[config.mk]
export PLATFORM = sky130hd
export DESIGN_NAME = slave_rx_port
export DESIGN_NICKNAME = d
export VERILOG_FILES = /design/src/rtl/slave_rx_port.sv
export SDC_FILE = /design/constraint.sdc
export NUM_CORES = 1
export LEC_CHECK = 0
export BUFFER_PORTS_ARGS = -buffer_cell sky130_fd_sc_hd__buf_2
export CAP_MARGIN = 20
export CORE_AREA = 2 2 203 205
export DETAILED_ROUTE_END_ITERATION = 8
export DIE_AREA = 0 0 205 207
export PLACE_DENSITY = 0.81
export SYNTH_ARGS = -nofsm -noshare
export SYNTH_HDL_FRONTEND = slang
export SYNTH_SLANG_ARGS = --single-unit
[constraint.sdc]
create_clock -name clk -period 5.6 [get_ports clk]
set_clock_uncertainty 0.2 [all_clocks]
set_input_delay 0.84 -clock clk [delete_from_list [all_inputs] [get_ports clk]]
set_output_delay 0.84 -clock clk [all_outputs]
set_load 0.02 [all_outputs]
[src/rtl/slave_rx_port.sv]
// slave_rx_port: slave-side responder of the serial system bus.
// Decodes a bit-serial header (address, burst count), then either
// collects serial write words into local memory or streams memory
// words back serially to the master.
//
// Optional feature macro: SLAVE_RX_TIMEOUT_EN
//   defined   -> RX_DATA aborts with an error pulse once master_valid has
//                been low for more than TIMEOUT consecutive cycles
//   undefined -> RX_DATA waits indefinitely, error tied low
//
// state    | meaning
// ---------+---------------------------------------------------------
// IDLE     | waiting for select match plus write_en/read_en
// RX_HDR   | sampling ADDR_LEN address bits (and BURST_LEN burst bits)
// RX_DATA  | shifting in write data on master_valid, writing words
// RD_FETCH | one cycle to load the read shift register from memory
// TX_DATA  | driving read data LSB first, burst+1 words back-to-back

module slave_rx_port #(
   parameter int SLAVE_LEN    = 2,
   parameter int SLAVE_ID     = 0,
   parameter int ADDR_LEN     = 12,
   parameter int DATA_LEN     = 8,
   parameter int BURST_LEN    = 12,
   parameter int MEM_ADDR_LEN = 6,
   parameter int TIMEOUT      = 10
) (
   input  logic                 clk,
   input  logic                 reset,
   input  logic [SLAVE_LEN-1:0] slave_select,
   input  logic                 write_en,
   input  logic                 read_en,
   input  logic                 tx_address,
   input  logic                 tx_burst_number,
   input  logic                 master_valid,
   input  logic                 tx_data,
   output logic                 slave_ready,
   output logic                 slave_valid,
   output logic                 slave_tx_data,
   output logic                 write_done,
   output logic                 read_done,
   output logic                 error
);

   localparam int HDR_W = (ADDR_LEN > 1) ? $clog2(ADDR_LEN) : 1;
   localparam int BIT_W = (DATA_LEN > 1) ? $clog2(DATA_LEN) : 1;
   localparam int DEPTH = 2 ** MEM_ADDR_LEN;
   localparam logic [HDR_W-1:0] HDR_LAST = HDR_W'(ADDR_LEN - 1);
   localparam logic [BIT_W-1:0] BIT_LAST = BIT_W'(DATA_LEN - 1);

   if (BURST_LEN > ADDR_LEN || MEM_ADDR_LEN > ADDR_LEN || TIMEOUT < 0) begin : g_bad_cfg
      $error("slave_rx_port: BURST_LEN and MEM_ADDR_LEN must not exceed ADDR_LEN");
   end

   typedef enum logic [2:0] {IDLE, RX_HDR, RX_DATA, RD_FETCH, TX_DATA} state_t;

   state_t                  state_q, state_d;
   logic [HDR_W-1:0]        hdr_cnt;
   logic [BIT_W-1:0]        bit_cnt;
   logic [BURST_LEN:0]      word_cnt;
   logic [BURST_LEN-1:0]    burst_q;
   logic [MEM_ADDR_LEN-1:0] waddr;
   logic [MEM_ADDR_LEN-1:0] waddr_inc;
   logic                    is_wr;
   logic [DATA_LEN-1:0]     wshift;
   logic [DATA_LEN-1:0]     rshift;
   logic [DATA_LEN-1:0]     mem [DEPTH];

   logic start, hdr_last, bit_last, word_last, wr_fin, rd_fin;

   assign start     = (slave_select == SLAVE_LEN'(SLAVE_ID)) && (write_en || read_en);
   assign hdr_last  = (hdr_cnt == HDR_LAST);
   assign bit_last  = (bit_cnt == BIT_LAST);
   assign word_last = (word_cnt == {1'b0, burst_q});
   assign waddr_inc = waddr + 1'b1;

`ifdef SLAVE_RX_TIMEOUT_EN
   localparam int IDLE_W = $clog2(TIMEOUT + 2);
   logic [IDLE_W-1:0] idle_cnt;
   logic              to_fin;
`endif

   // State register
   always_ff @(posedge clk or negedge reset) begin
      if (!reset) state_q <= IDLE;
      else        state_q <= state_d;
   end

   // Next-state decode and level outputs
   always_comb begin
      state_d       = state_q;
      slave_ready   = 1'b0;
      slave_valid   = 1'b0;
      slave_tx_data = 1'b0;
      wr_fin        = 1'b0;
      rd_fin        = 1'b0;
`ifdef SLAVE_RX_TIMEOUT_EN
      to_fin        = 1'b0;
`endif
      case (state_q)
         IDLE: begin
            slave_ready = 1'b1;
            if (start) state_d = RX_HDR;
         end
         RX_HDR: begin
            slave_ready = 1'b1;
            if (hdr_last) state_d = is_wr ? RX_DATA : RD_FETCH;
         end
         RX_DATA: begin
            slave_ready = 1'b1;
            if (master_valid && bit_last && word_last) begin
               state_d = IDLE;
               wr_fin  = 1'b1;
            end
`ifdef SLAVE_RX_TIMEOUT_EN
            else if (!master_valid && idle_cnt == IDLE_W'(TIMEOUT)) begin
               state_d = IDLE;
               to_fin  = 1'b1;
            end
`endif
         end
         RD_FETCH: begin
            state_d = TX_DATA;
         end
         TX_DATA: begin
            slave_valid   = 1'b1;
            slave_tx_data = rshift[0];
            if (bit_last && word_last) begin
               state_d = IDLE;
               rd_fin  = 1'b1;
            end
         end
         default: state_d = IDLE;
      endcase
   end

   // Counters, header capture, shift registers and done pulses
   always_ff @(posedge clk or negedge reset) begin
      if (!reset) begin
         hdr_cnt    <= '0;
         bit_cnt    <= '0;
         word_cnt   <= '0;
         burst_q    <= '0;
         waddr      <= '0;
         is_wr      <= 1'b0;
         wshift     <= '0;
         rshift     <= '0;
         write_done <= 1'b0;
         read_done  <= 1'b0;
      end else begin
         write_done <= wr_fin;
         read_done  <= rd_fin;
         case (state_q)
            IDLE: begin
               if (start) begin
                  is_wr    <= write_en;
                  hdr_cnt  <= '0;
                  bit_cnt  <= '0;
                  word_cnt <= '0;
                  burst_q  <= '0;
                  waddr    <= '0;
               end
            end
            RX_HDR: begin
               hdr_cnt <= hdr_cnt + 1'b1;
               // only the low address bits index memory; upper bits are dropped
               if (int'(hdr_cnt) < MEM_ADDR_LEN)
                  waddr <= {tx_address, waddr[MEM_ADDR_LEN-1:1]};
               if (int'(hdr_cnt) < BURST_LEN)
                  burst_q <= {tx_burst_number, burst_q[BURST_LEN-1:1]};
            end
            RX_DATA: begin
               if (master_valid) begin
                  wshift <= {tx_data, wshift[DATA_LEN-1:1]};
                  if (bit_last) begin
                     bit_cnt  <= '0;
                     word_cnt <= word_cnt + 1'b1;
                     waddr    <= waddr_inc;
                  end else begin
                     bit_cnt <= bit_cnt + 1'b1;
                  end
               end
            end
            RD_FETCH: begin
               rshift  <= mem[waddr];
               bit_cnt <= '0;
            end
            TX_DATA: begin
               if (bit_last) begin
                  bit_cnt  <= '0;
                  word_cnt <= word_cnt + 1'b1;
                  waddr    <= waddr_inc;
                  rshift   <= mem[waddr_inc];
               end else begin
                  bit_cnt <= bit_cnt + 1'b1;
                  rshift  <= {1'b0, rshift[DATA_LEN-1:1]};
               end
            end
            default: ;
         endcase
      end
   end

   // Word write on the final bit of each received word; memory keeps contents across reset
   always_ff @(posedge clk) begin
      if (state_q == RX_DATA && master_valid && bit_last)
         mem[waddr] <= {tx_data, wshift[DATA_LEN-1:1]};
   end

`ifdef SLAVE_RX_TIMEOUT_EN
   // Consecutive idle-cycle counter for write-data timeout and error pulse
   always_ff @(posedge clk or negedge reset) begin
      if (!reset) begin
         idle_cnt <= '0;
         error    <= 1'b0;
      end else begin
         error <= to_fin;
         if (state_q != RX_DATA || master_valid) idle_cnt <= '0;
         else                                    idle_cnt <= idle_cnt + 1'b1;
      end
   end
`else
   assign error = 1'b0;
`endif

endmodule

==> results by group <==
Run status
  – Status: completed

Place
  – Pre-CTS setup slack: 1.67 ns
  – PortBufs: 14
  – Final RePlAce weighted congestion: 0.975
  – Inst Count DP: 2301
  – DP HPWL: 51.4 mm
  – Area after DPL: 0.0279 sq mm

Yosys
  – Cell taking the most area after synthesis: edfxtp_1
  – Synth area leaders: edfxtp_1 (56%), mux4_2 (13%), dfrtp_1 (5.4%), mux2i_1 (3.9%), nand2_1 (2.2%)
  – Gate Count Post-Synth: 1855
  – EDFF count, synth: 512
  – Mapped cell area: 0.0275 sq mm
  – Syn_nets: between 1500 and 2000
  – Ys async rst share: just over 10%
  – Register area share after synthesis: 61.4%
  – Area share of the leading cell type in the synthesized netlist: 56.0%
  – FF+latch count, synth: 571
  – Syn_area_per_cell: around 15 sq um
  – Synth cell types: 66
  – Top_reg_cell synth: edfxtp_1
  – Ys Warns: 0

Final layout
  – FF+latch area: 0.0169 sq mm
  – Multi-input logic area: slightly below 0.01 sq mm
  – Number of nets in the layout: 1849
  – FILL cells: ~2400
  – Layout cells sized above 1: 20.5%
  – Synthesis-to-finish area growth: 8.94%
  – Cell area after layout: 0.0299 sq mm
  – Final Non-Filler Cells: between 2000 and 2500

CTS
  – CTS tree: built
  – CTS Buf Count: 57
  – Post-CTS Setup Bufs: 0
  – Clock slew at reported path FFs: ~0.06 ns
  – CTS H-tree lvls: 2
  – Hold_buf cts: 0
  – Clk sinks: 571
  – Cts repair resizes: 0
  – Clk root buf: clkbuf_16
  – CTS Buffer Depth: 3
  – Clk_lat worst skew: 0.61 ns

Timing
  – Hold WS: 0.203 ns
  – Final Hold Viols: 0
  – Tcrit/Tclk final: 72.9%
  – Worst-Margin Slew: 1.15 ns
  – Fmax achieved: 245 MHz
  – Setup WS post-layout: 1.52 ns
  – Final count of negative-setup-slack endpoints: 0
  – TNS Setup: 0 ns
  – Unrepaired setup endpoints after global routing: false
  – Post-route minimum period: roughly 4.1 ns
  – Relative max-transition margin: a little under a quarter
  – Fin. max-slew vios: 0

Critical path
  – CP arrival: 4.11 ns
  – WP data required: 5.62 ns
  – WS Path Type: reg -> reg
  – Crit path capture type: flop
  – Crit-path cells: inv_1 > nor2_1 > and3_1 > nand2_1 > nor2_1 > nand2_1 > nor2_1
  – Worst-path fanout max: 14
  – Element type at the critical path start: flop
  – Crit-path most repeated cell: nor2_1
  – Slowest cell on the critical path: nor2_1
  – Largest stage delay on the critical path: 0.95 ns

Global route
  – Vias in the first global route: 18400
  – Initial antenna violation count: 3
  – Largest net degree at the start of global routing: 67
  – First-pass GRT wire length: about 120 mm
  – Global Route Usage Sum: 39.5%
  – Total global routing overflow: 0

Routing
  – Drc violations: 0
  – Routed WL: approximately 83 mm
  – Vias per cell: ~7.8
  – First-pass detailed-route iteration total: 8
  – Via count: between 15000 and 20000
  – Final antenna-violating net count: 0
  – DR iter-0 viols: 2984
  – Drt wl/cell: 34.4 um

Pwr
  – Maximum VDD drop: 427 uV
  – Leak: 0.00979 uW
  – Power Dens Cells: about 570 mW/mm^2

Floorplan
  – Io pins: 16
  – # rows: 74
  – Die Wd: between 200 and 250 um
  – Core Box Area: 0.0404 sq mm
  – Initial Utilization: 68.0%
  – DIE HEIGHT: between 200 and 250 um
  – DIE AREA: 0.0424 sq mm

Min path
  – Worst min-delay path category: in -> async

Job
  – Number of max-cap violations: 0
## final cells by class
cell class / count / share of cell area, %
Sequential cell: 571 / 56.4
Clock buffer: 69 / 5.06
Clock inverter: 33 / 1.42
Timing Repair Buffer: 65 / 1.78
Inverter: 9 / 0.113
Antenna cell: 2 / 0.0167
Multi-Input combinational cell: 1130 / 33.0
Tap cell: 532 / 2.22
## cell usage after synthesis (3+ instances only)
cell	number
o22ai_1	25
dfrtp_1	59
ha_1	5
nor2b_1	10
a221o_1	8
and2_1	14
nor2_1	130
xnor2_1	12
and3_1	14
nor3_1	23
mux2i_1	106
edfxtp_1	512
mux2_2	45
a22oi_1	42
inv_1	6
nand4_1	9
o2111ai_1	3
o32ai_1	9
nor4_1	10
clkbuf_1	44
a21oi_1	71
nand2_1	162
a211oi_1	12
a32oi_1	7
a2111oi_0	3
a221oi_1	59
a31oi_1	17
inv_2	3
xor2_1	11
buf_4	25
buf_2	58
nand4b_1	3
o21ai_0	77
a22o_1	8
o211ai_1	10
mux4_2	157
nand3_1	29
buf_1	8
buf_6	10
## logic make-up after synthesis
kind of cell | after synthesis | synth area share [%]
adder cells (fa/ha/maj) | 5 | 0.228
multiplexers | 309 | 18.7
other | 1 | 0.0137
flip-flops | 571 | 61.4
buffers and inverters | 154 | 2.98
AND/OR/NAND/NOR | 417 | 6.68
AO/OA/AOI/OAI | 374 | 9.25
XOR/XNOR | 24 | 0.793
## worst max-delay path: cells and delay by family, from the launching register on
kind                   cells  cell delay [ns]
buffers and inverters      1             0.25
DFF                        1             0.61
and+or+nand+nor            6             2.65
## where the power goes
group | total [uW] | leakage, uW | switching [uW] | internal [uW]
Clock | 3990 | 0.000941 | 1620 | 2370
Combinational | 7120 | 0.00350 | 4450 | 2670
Sequential | 5820 | 0.00536 | 532 | 5290
Total | 16900 | 0.00979 | 6600 | 10300
## metal layers
metal / vias to the layer above / track usage, % / routed length (um)
met5: - / 0 / 26
met4: 4 / 23.6 / 6210
met3: 417 / 11.6 / 11700
met2: 1666 / 57.2 / 36800
met1: 9283 / 53.6 / 28200
li1: 7435 / - / -
## final timing paths
kind / depth (start not counted) / slack, ns / start / endpoint
setup / recovery: 7 / 1.52 / state_q[1] / mem[58][0]
hold / removal: 2 / 0.20 / reset / bit_cnt[0]
setup reg to reg: 7 / 1.52 / state_q[1] / mem[58][0]
hold reg to reg: 1 / 0.30 / hdr_cnt[0] / hdr_cnt[0]
max in group asynchronous: 2 / 4.36 / reset / waddr[2]
min in group clk: 3 / 0.29 / write_en / is_wr
## placed cells by master (no fill, tap or decap), drive strengths merged, types with 5 or more instances in the layout
master  instances
bufinv         10
a221oi         59
ha              5
a32oi           7
edfxtp        512
nor2b          10
nand2         162
mux2           45
xor2           12
nor2          131
dfrtp          59
a21oi          72
and2           14
a221o           8
nand3          29
a22o            8
o21ai          78
a22oi          42
nor3           23
a31oi          17
a211oi         13
inv            10
o211ai         10
nand4           9
xnor2          12
clkbuf         69
mux2i         106
o32ai           9
buf            65
and3           14
nor4           10
clkinv         19
mux4          158
o22ai          25
## per-stage QoR
step,total power (uW),utilization [%]
finish,16900,74.1
global route,17300,74.1
CTS,16600,73.9
detailed placement,12600,69.0
global placement,12400,69.0
floorplan,10400,-
## state kept, by name, indices dropped and copies added (netlist names)
register and count:
bit_cnt 3, burst_q 12, hdr_cnt 4, is_wr 1, mem 512, read_done 1
rshift 8, state_q 3, waddr 6, word_cnt 13, write_done 1, wshift 7
Power figures use the tool's default switching activity.
